==> src/rtl/encoder_4to2_arb_pkg.sv <==
// Shared types and helpers for the registered 4-to-2 encoder/arbiter.
package encoder_4to2_arb_pkg;

  typedef enum logic {
    ST_IDLE  = 1'b0,
    ST_GRANT = 1'b1
  } state_t;

  // Index width for n request lines; a single line still needs one bit.
  function automatic int cw_of(input int n);
    return (n > 1) ? $clog2(n) : 1;
  endfunction

endpackage

==> src/rtl/encoder_4to2_arb_prio_pick.sv <==
// Combinational picker: highest set index, or first set index upward from ptr with wrap.
module prio_pick
  import encoder_4to2_arb_pkg::*;
#(
  parameter int N = 4,
  parameter bit RR = 1'b0,
  localparam int CW = cw_of(N)
) (
  input  logic [N-1:0]  vec,
  input  logic [CW-1:0] ptr,
  output logic [CW-1:0] idx,
  output logic          any
);

  assign any = |vec;

  generate
    if (RR) begin : g_rr
      // Walk downward in search distance so the nearest set bit from ptr is written last.
      always_comb begin
        idx = '0;
        for (int k = N - 1; k >= 0; k--) begin
          if (vec[(int'(ptr) + k) % N]) idx = CW'((int'(ptr) + k) % N);
        end
      end
    end else begin : g_fixed
      logic unused_ptr;
      assign unused_ptr = ^ptr;

      always_comb begin
        idx = '0;
        for (int i = 0; i < N; i++) begin
          if (vec[i]) idx = CW'(i);
        end
      end
    end
  endgenerate

endmodule

==> src/rtl/encoder_4to2_arb.sv <==
// Registered encoder/arbiter: sticky pending requests issued one index at a time over valid/ack.
module encoder_4to2_arb
  import encoder_4to2_arb_pkg::*;
#(
  parameter int N = 4,
  parameter bit RR = 1'b0,
  localparam int CW = cw_of(N)
) (
  input  logic          clk,
  input  logic          rst_n,
  input  logic          en,
  input  logic [N-1:0]  req,
  input  logic          ack,
  output logic [CW-1:0] code,
  output logic          valid,
  output logic [N-1:0]  pending
);

  state_t        state;
  logic [CW-1:0] rr_ptr;
  logic          xfer;
  logic [N-1:0]  clr;
  logic [N-1:0]  kept;
  logic [N-1:0]  nxt;
  logic [CW-1:0] ptr_next;
  logic [CW-1:0] idle_idx;
  logic          idle_any;
  logic [CW-1:0] b2b_idx;
  logic          b2b_any;

  assign xfer = valid & ack;
  assign clr  = xfer ? (N'(1) << code) : '0;
  assign kept = pending & ~clr;
  // Requests are OR-ed after the clear, so a re-request on the granted line survives.
  assign nxt  = en ? (kept | req) : kept;
  assign ptr_next = (code == CW'(N - 1)) ? '0 : code + CW'(1);

  prio_pick #(.N(N), .RR(RR)) u_pick_idle (
    .vec (pending),
    .ptr (rr_ptr),
    .idx (idle_idx),
    .any (idle_any)
  );

  prio_pick #(.N(N), .RR(RR)) u_pick_b2b (
    .vec (nxt),
    .ptr (ptr_next),
    .idx (b2b_idx),
    .any (b2b_any)
  );

  always_ff @(posedge clk or negedge rst_n) begin
    if (!rst_n) begin
      pending <= '0;
      code    <= '0;
      valid   <= 1'b0;
      state   <= ST_IDLE;
      rr_ptr  <= '0;
    end else begin
      pending <= nxt;
      case (state)
        ST_IDLE: begin
          if (en && idle_any) begin
            code  <= idle_idx;
            valid <= 1'b1;
            state <= ST_GRANT;
          end
        end
        ST_GRANT: begin
          if (ack) begin
            rr_ptr <= ptr_next;
            if (en && b2b_any) begin
              code <= b2b_idx;
            end else begin
              valid <= 1'b0;
              state <= ST_IDLE;
            end
          end
        end
        default: begin
          valid <= 1'b0;
          state <= ST_IDLE;
        end
      endcase
    end
  end

endmodule

==> config.mk <==
export PLATFORM = sky130hd
export DESIGN_NAME = encoder_4to2_arb
export DESIGN_NICKNAME = d
export VERILOG_FILES = /design/src/rtl/encoder_4to2_arb_pkg.sv /design/src/rtl/encoder_4to2_arb_prio_pick.sv /design/src/rtl/encoder_4to2_arb.sv
export SDC_FILE = /design/constraint.sdc
export NUM_CORES = 1
export LEC_CHECK = 0
export ABC_AREA = 1
export CORE_MARGIN = 2
export CORE_UTILIZATION = 28
export CTS_BUF_LIST = sky130_fd_sc_hd__clkbuf_4 sky130_fd_sc_hd__clkbuf_8 sky130_fd_sc_hd__clkbuf_16
export DETAILED_ROUTE_END_ITERATION = 16
export HOLD_SLACK_MARGIN = 0.03
export SLEW_MARGIN = 5
export SYNTH_ARGS = -nofsm -noshare
export SYNTH_HDL_FRONTEND = slang
export SYNTH_SLANG_ARGS = --single-unit
==> constraint.sdc <==
create_clock -name clk -period 3.8 [get_ports clk]
set_input_delay 0.38 -clock clk [delete_from_list [all_inputs] [get_ports clk]]
set_output_delay 0.38 -clock clk [all_outputs]
set_load 0.01 [all_outputs]
# --- Word-level counts from Yosys, hierarchy flattened ---
# Cells that the tools add are included.
word_totals:
  register_bits: 8
  wordCells: 40
  output_inout_bits: 7
  input_bits: 8
classes:
  bitwise_logic: 5
  n_shift: 1
  n_reduce_logical: 6
  eq_ne: 4
  mux: 20
op_table:
  columns: ["op", "count"]
  rows:
  - ["2-bit 2-to-1 mux", 7]
  - ["1-bit 2-to-1 mux", 8]
  - ["4-bit 2-to-1 mux", 2]
  - ["4-bit OR reduction", 2]
  - ["2-bit inequality test, second input constant", 3]
  - ["3-bit AND reduction", 2]
  - ["4-bit AND", 1]
  - ["4-bit NOT", 1]
  - ["4-bit bitwise OR", 1]
  - ["1-bit case mux with 2 select lines", 2]
  - ["2-bit case mux with 2 select lines", 1]
  - ["1-bit by 2-bit left shift with 4-bit output, first input constant", 1]
  - ["1-bit logical AND", 2]
  - ["2-bit by 1-bit inequality test with 1-bit output, second input constant", 1]
  - ["1-bit AND", 1]
  - ["1-bit NOT", 1]

# --- Longest topological paths before layout ---
depth:
  word_depth: 12
  mapped_depth: 12
  depth_no_buf: 12

# --- Cells and area by module ---
# Synthesis repeated with hierarchy kept, for this count alone.
hier_totals:
  hier_cells: 71
  area_unflattened_um2: 558.0
by_module_without_submodules:
  columns: ["module", "cells_each", "instances", "area_each_um2", "seq_area_each_um2"]
  rows:
  - ["encoder_4to2_arb", 55, 1, 493.0, 250.2]
  - ["prio_pick", 8, 2, 32.5, 0.0]

# --- Least setup slack after synthesis ---
# No wires, ideal clock.
synth_timing:
  kind: "register to register"
  from: "reg code[0]"
  to: "reg code[1]"
  n_path_buf: 0
  period_less_slack_ps: 1263
  setup_ps: 117
  required_time_ps: 3683
  path_stages_with_launch: 11
  arrival_ps: 1146
  setup_slack_ps: 2537
  path_cell_list: "dfrtp_1 -> inv_1 -> nand2_1 -> o21ai_2 -> nand2_2 -> nor2_4 -> nand2_2 -> nand2_2 -> nand2_2 -> nand3_1 -> nand2_1"
synth_via:
  elab_chain_cells: 11
  elab_cells_between_ends: 15
  cone_classes: "eq/ne: 1; shift: 1; mux: 7; bitwise: 3; reduce/logical: 3"
synth_lines:
  columns: ["element", "line_no", "source"]
  rows:
  - ["start: declaration", "encoder_4to2_arb.sv:14", "output logic [CW-1:0] code,"]
  - ["start signal: assignment", "encoder_4to2_arb.sv:64", "code <= idle_idx;"]
  - ["start signal: assignment", "encoder_4to2_arb.sv:73", "code <= b2b_idx;"]
  - ["1-bit by 2-bit left shift with 4-bit output *", "encoder_4to2_arb.sv:32", "assign clr = xfer ? (N'(1) << code) : '0;"]
  - ["4-bit 2-to-1 mux *", "encoder_4to2_arb.sv:32", null]
  - ["4-bit NOT *", "encoder_4to2_arb.sv:33", "assign kept = pending & ~clr;"]
  - ["4-bit AND *", "encoder_4to2_arb.sv:33", null]
  - ["4-bit bitwise OR", "encoder_4to2_arb.sv:35", "assign nxt = en ? (kept | req) : kept;"]
  - ["4-bit 2-to-1 mux *", "encoder_4to2_arb.sv:35", null]
  - ["named net nxt[2]", "encoder_4to2_arb.sv:24", "logic [N-1:0] nxt;"]
  - ["2-bit 2-to-1 mux (2 in series)", "encoder_4to2_arb_prio_pick.sv:33", "if (vec[i]) idx = CW'(i);"]
  - ["2-bit 2-to-1 mux", "encoder_4to2_arb.sv:72", "if (en && b2b_any) begin"]
  - ["2-bit 2-to-1 mux", "encoder_4to2_arb.sv:70", "if (ack) begin"]
  - ["2-bit case mux with 2 select lines", "encoder_4to2_arb.sv:61", "case (state)"]
# The timed path passes the listed nets; every way through them passes the cells marked *. The select of a mux whose other input is x is not followed.
# A chain may end at the register's enable or synchronous reset.

# --- Final worst setup path ---
layout_timing:
  from: "reg code[1]"
  to: "out code[1]"
# No word-level cell between the ends.

==> impl_summary.txt <==
----------------------------------------------------
[Detailed routing]
  Total number of vias ... between 400 and 500
  Total DRC errors in the routed layout ... 0
  Remaining antenna violation count ... 0
  Total wirelength of the detailed-routed design ... between 1 and 1.5 mm
  Number of iterations in the first detailed-routing pass ... 3
  Average vias per placed instance ... 4.50
  Average detailed-routed wire length per instance ... roughly 11 um
  DR iter-0 viols ... 11

[Clocking]
  Clock root buffer ... clkbuf_4
  Total CTS buffers ... 3
  Total of cells resized after clock tree synthesis ... 0
  Worst-Skew Late Latency ... 0.25 ns
  Number of sinks on the clock net ... 8
  Hold_buf cts ... 0
  TritonCTS clock tree ... done
  Clock slew at reported path FFs ... 0.05 ns
  H-tree lvl count ... 1
  Post-CTS setup buffer count ... 0
  Number of buffers between clock root and the deepest sink ... 2

[Synth]
  Ys Warns ... 0
  FFs w/ async S/R, synth ... 1.00
  Number of synthesized flops with an enable pin ... 0
  Flip-flop and latch count after synthesis ... 8
  Post-synth cell types ... 13
  Mapped Area ... 462 sq um
  Main area contributors after synthesis ... dfrtp_1 (43%), nand2_1 (17%), nand2_2 (11%)
  Post-synth top area share ... 0.434
  Primary flip-flop cell chosen by synthesis mapping ... dfrtp_1
  Most area-hungry cell type in the Yosys netlist ... dfrtp_1
  Syn_area_per_cell ... roughly 7.3 sq um
  Most used standard cell by instance count after synthesis ... nand2_1
  Seq/Total Area, Yosys ... 0.434
  Number of standard cells after synthesis ... 63
  Net count after synthesis ... 71
  Commonest cells in the synthesized netlist ... nand2_1 (21), dfrtp_1 (8), nand2_2 (8)

[Power and ir drop]
  Leak Pwr ... 0.300 nW
  Part of the power in combinational logic ... 0.451
  Cell Int Power ... 0.000242 W
  Ratio of total power to cell area ... 626 nW/um^2
  Clock share of power ... 0.161
  Sw power ... 0.000161 W
  Sw Share ... 0.400
  Sequential group share of total power ... 0.387
  Worst IR Drop VDD ... approximately 0.26 mV

[Floorplanning]
  Count of boundary I/O pins ... 15
  Total core area ... approximately 1500 sq um
  Die extent in x ... 44.6 um
  Die H ... between 40 and 50 um
  Die area ... 1990 sq um
  Rows ... 14
  Initial core utilization ... 0.303

[Place]
  Final weighted congestion of routability-driven global placement ... around 0.77
  Detailed-placement wirelength estimate ... 821 um
  Pre-CTS setup slack ... 2.00 ns
  # port buffers ... 14
  Placed cell count ... 93

[STA]
  Final setup viols ... 0
  Final critical delay including setup and external delays ... 1.64 ns
  Final-layout setup total negative slack ... 0 ns
  Slew of the pin with the lowest slew margin ... 0.396 ns
  Fin. Hold Viols ... 0
  Share of the clock period used by the worst path after layout ... 0.432
  Tightest slew margin relative to the limit ... 0.735
  Setup Skew ... around 0.00017 ns
  Worst path setup slack after routing ... 2.16 ns
  Maximum clock frequency ... 609 MHz
  Worst hold margin ... 0.417 ns
  Final-report max-slew violation count ... 0
  RSZ-0062 raised after global routing ... false

[Cells and area]
  Diodes inserted ... 0
  Number of nets in the final layout ... 90
  Layout cell share with drive strength beyond 1 ... 0.225
  Layout overhead on the synthesized area ... 39.6%
  Filler-free cell count of the finished design ... 96

[Setup path]
  Maximum fanout count along the critical path ... 6
  Endpoint arrival time on the critical path ... ~1.3 ns
  Path depth of the worst reg2reg path ... 11
  Endpoint required time on the critical path ... approximately 3.4 ns
  Slowest Stage Delay on Critical Path ... 0.57 ns
  Family of cells with the greatest summed delay on the critical path ... buffers and inverters
  Endpoint kind of the worst setup timing path ... primary output
  Sum of buffers and inverters on the critical path ... 1
  Critical path startpoint category ... register
  Classification of the worst setup path ... reg -> out
  Crit path max-delay cell type ... clkdlybuf4s50_1
  Crit. path cell count ... 1
  Critical-path cell list ... clkdlybuf4s50_1

[GRT]
  Initial antenna violation count ... 0
  Via count of the first global-routing pass ... between 400 and 500
  Wire length of the first global-routing pass ... 1.75 mm
  Global-route congestion overflow total ... 0
  Pin count of the biggest net entering global routing ... 9
  Overall global routing resource usage ... 0.125

[Outcome]
  Status ... finished clean

[Flow run]
  Number of maximum-capacitance constraint violations ... 0

[Min path]
  Worst Hold Class ... in -> async

----------------------------------------------------
layer usage:
| metal | routed length (um) | global-route usage |
|---|---|---|
| met5 | 0 | 0 |
| met4 | 0 | 0.0364 |
| met3 | 53 | 0.0776 |
| met2 | 460 | 0.186 |
| met1 | 515 | 0.149 |
cells by family after synthesis:
family,after synthesis,share of synthesized area
buffers and inverters,6,0.0488
AO/OA/AOI/OAI,7,0.0976
AND/OR/NAND/NOR,42,0.420
flip-flops,8,0.434
layout make-up:
| class | instances | area, sq um |
|---|---|---|
| fill | 148 | 880 |
| tap | 16 | 20.0 |
| inverter | 6 | 22.5 |
| sequential | 8 | 200 |
| multi-input combinational | 49 | 239 |
| clock buffer | 3 | 22.5 |
| timing repair buffer | 14 | 140 |
final timing paths:
kind	to	slack (ns)	startpoint
max in group asynchronous	code[0]	3.10	rst_n
min	pending[0]	0.42	rst_n
min in group clk	valid	0.53	valid
max reg2reg	code[1]	2.47	code[0]
max	code[1]	2.16	code[1]
min reg2reg	valid	0.53	valid
stage by stage:
stage                     cell area, sq um  total power (W)  utilization
after floorplan                        462         0.000252            -
after global placement                 622         0.000343        0.408
after detailed placement               622         0.000342        0.408
after CTS                              644         0.000409        0.423
after global routing                   644         0.000435        0.423
final                                  644         0.000404        0.423
power by group through the flow:
| stage | clock network [W] | logic, W | registers (W) |
|---|---|---|---|
| final | 0.0000650 | 0.000182 | 0.000156 |
| after global routing | 0.0000721 | 0.000201 | 0.000162 |
| after CTS | 0.0000679 | 0.000184 | 0.000157 |
| after detailed placement | 0 | 0.000184 | 0.000158 |
| after global placement | 0 | 0.000185 | 0.000158 |
| after floorplan | 0 | 0.0000898 | 0.000162 |
cells in the final DEF, fill, tap and decap left out:
cell,n
nand2_1,21
clkdlybuf4s50_1,14
nand2_2,8
dfrtp_1,8
nor2_1,6
nand3_1,5
inv_1,3
inv_2,3
clkbuf_4,3
o21ai_2,2
a21oi_1,2
o21ai_0,2
nor2_4,1
nor2_2,1
a211oi_1,1
sequential cells by signal, indices dropped and copies added (netlist names):
name,cells
state,1
code,2
valid,1
pending,4
(Power assumes the default switching activity.)
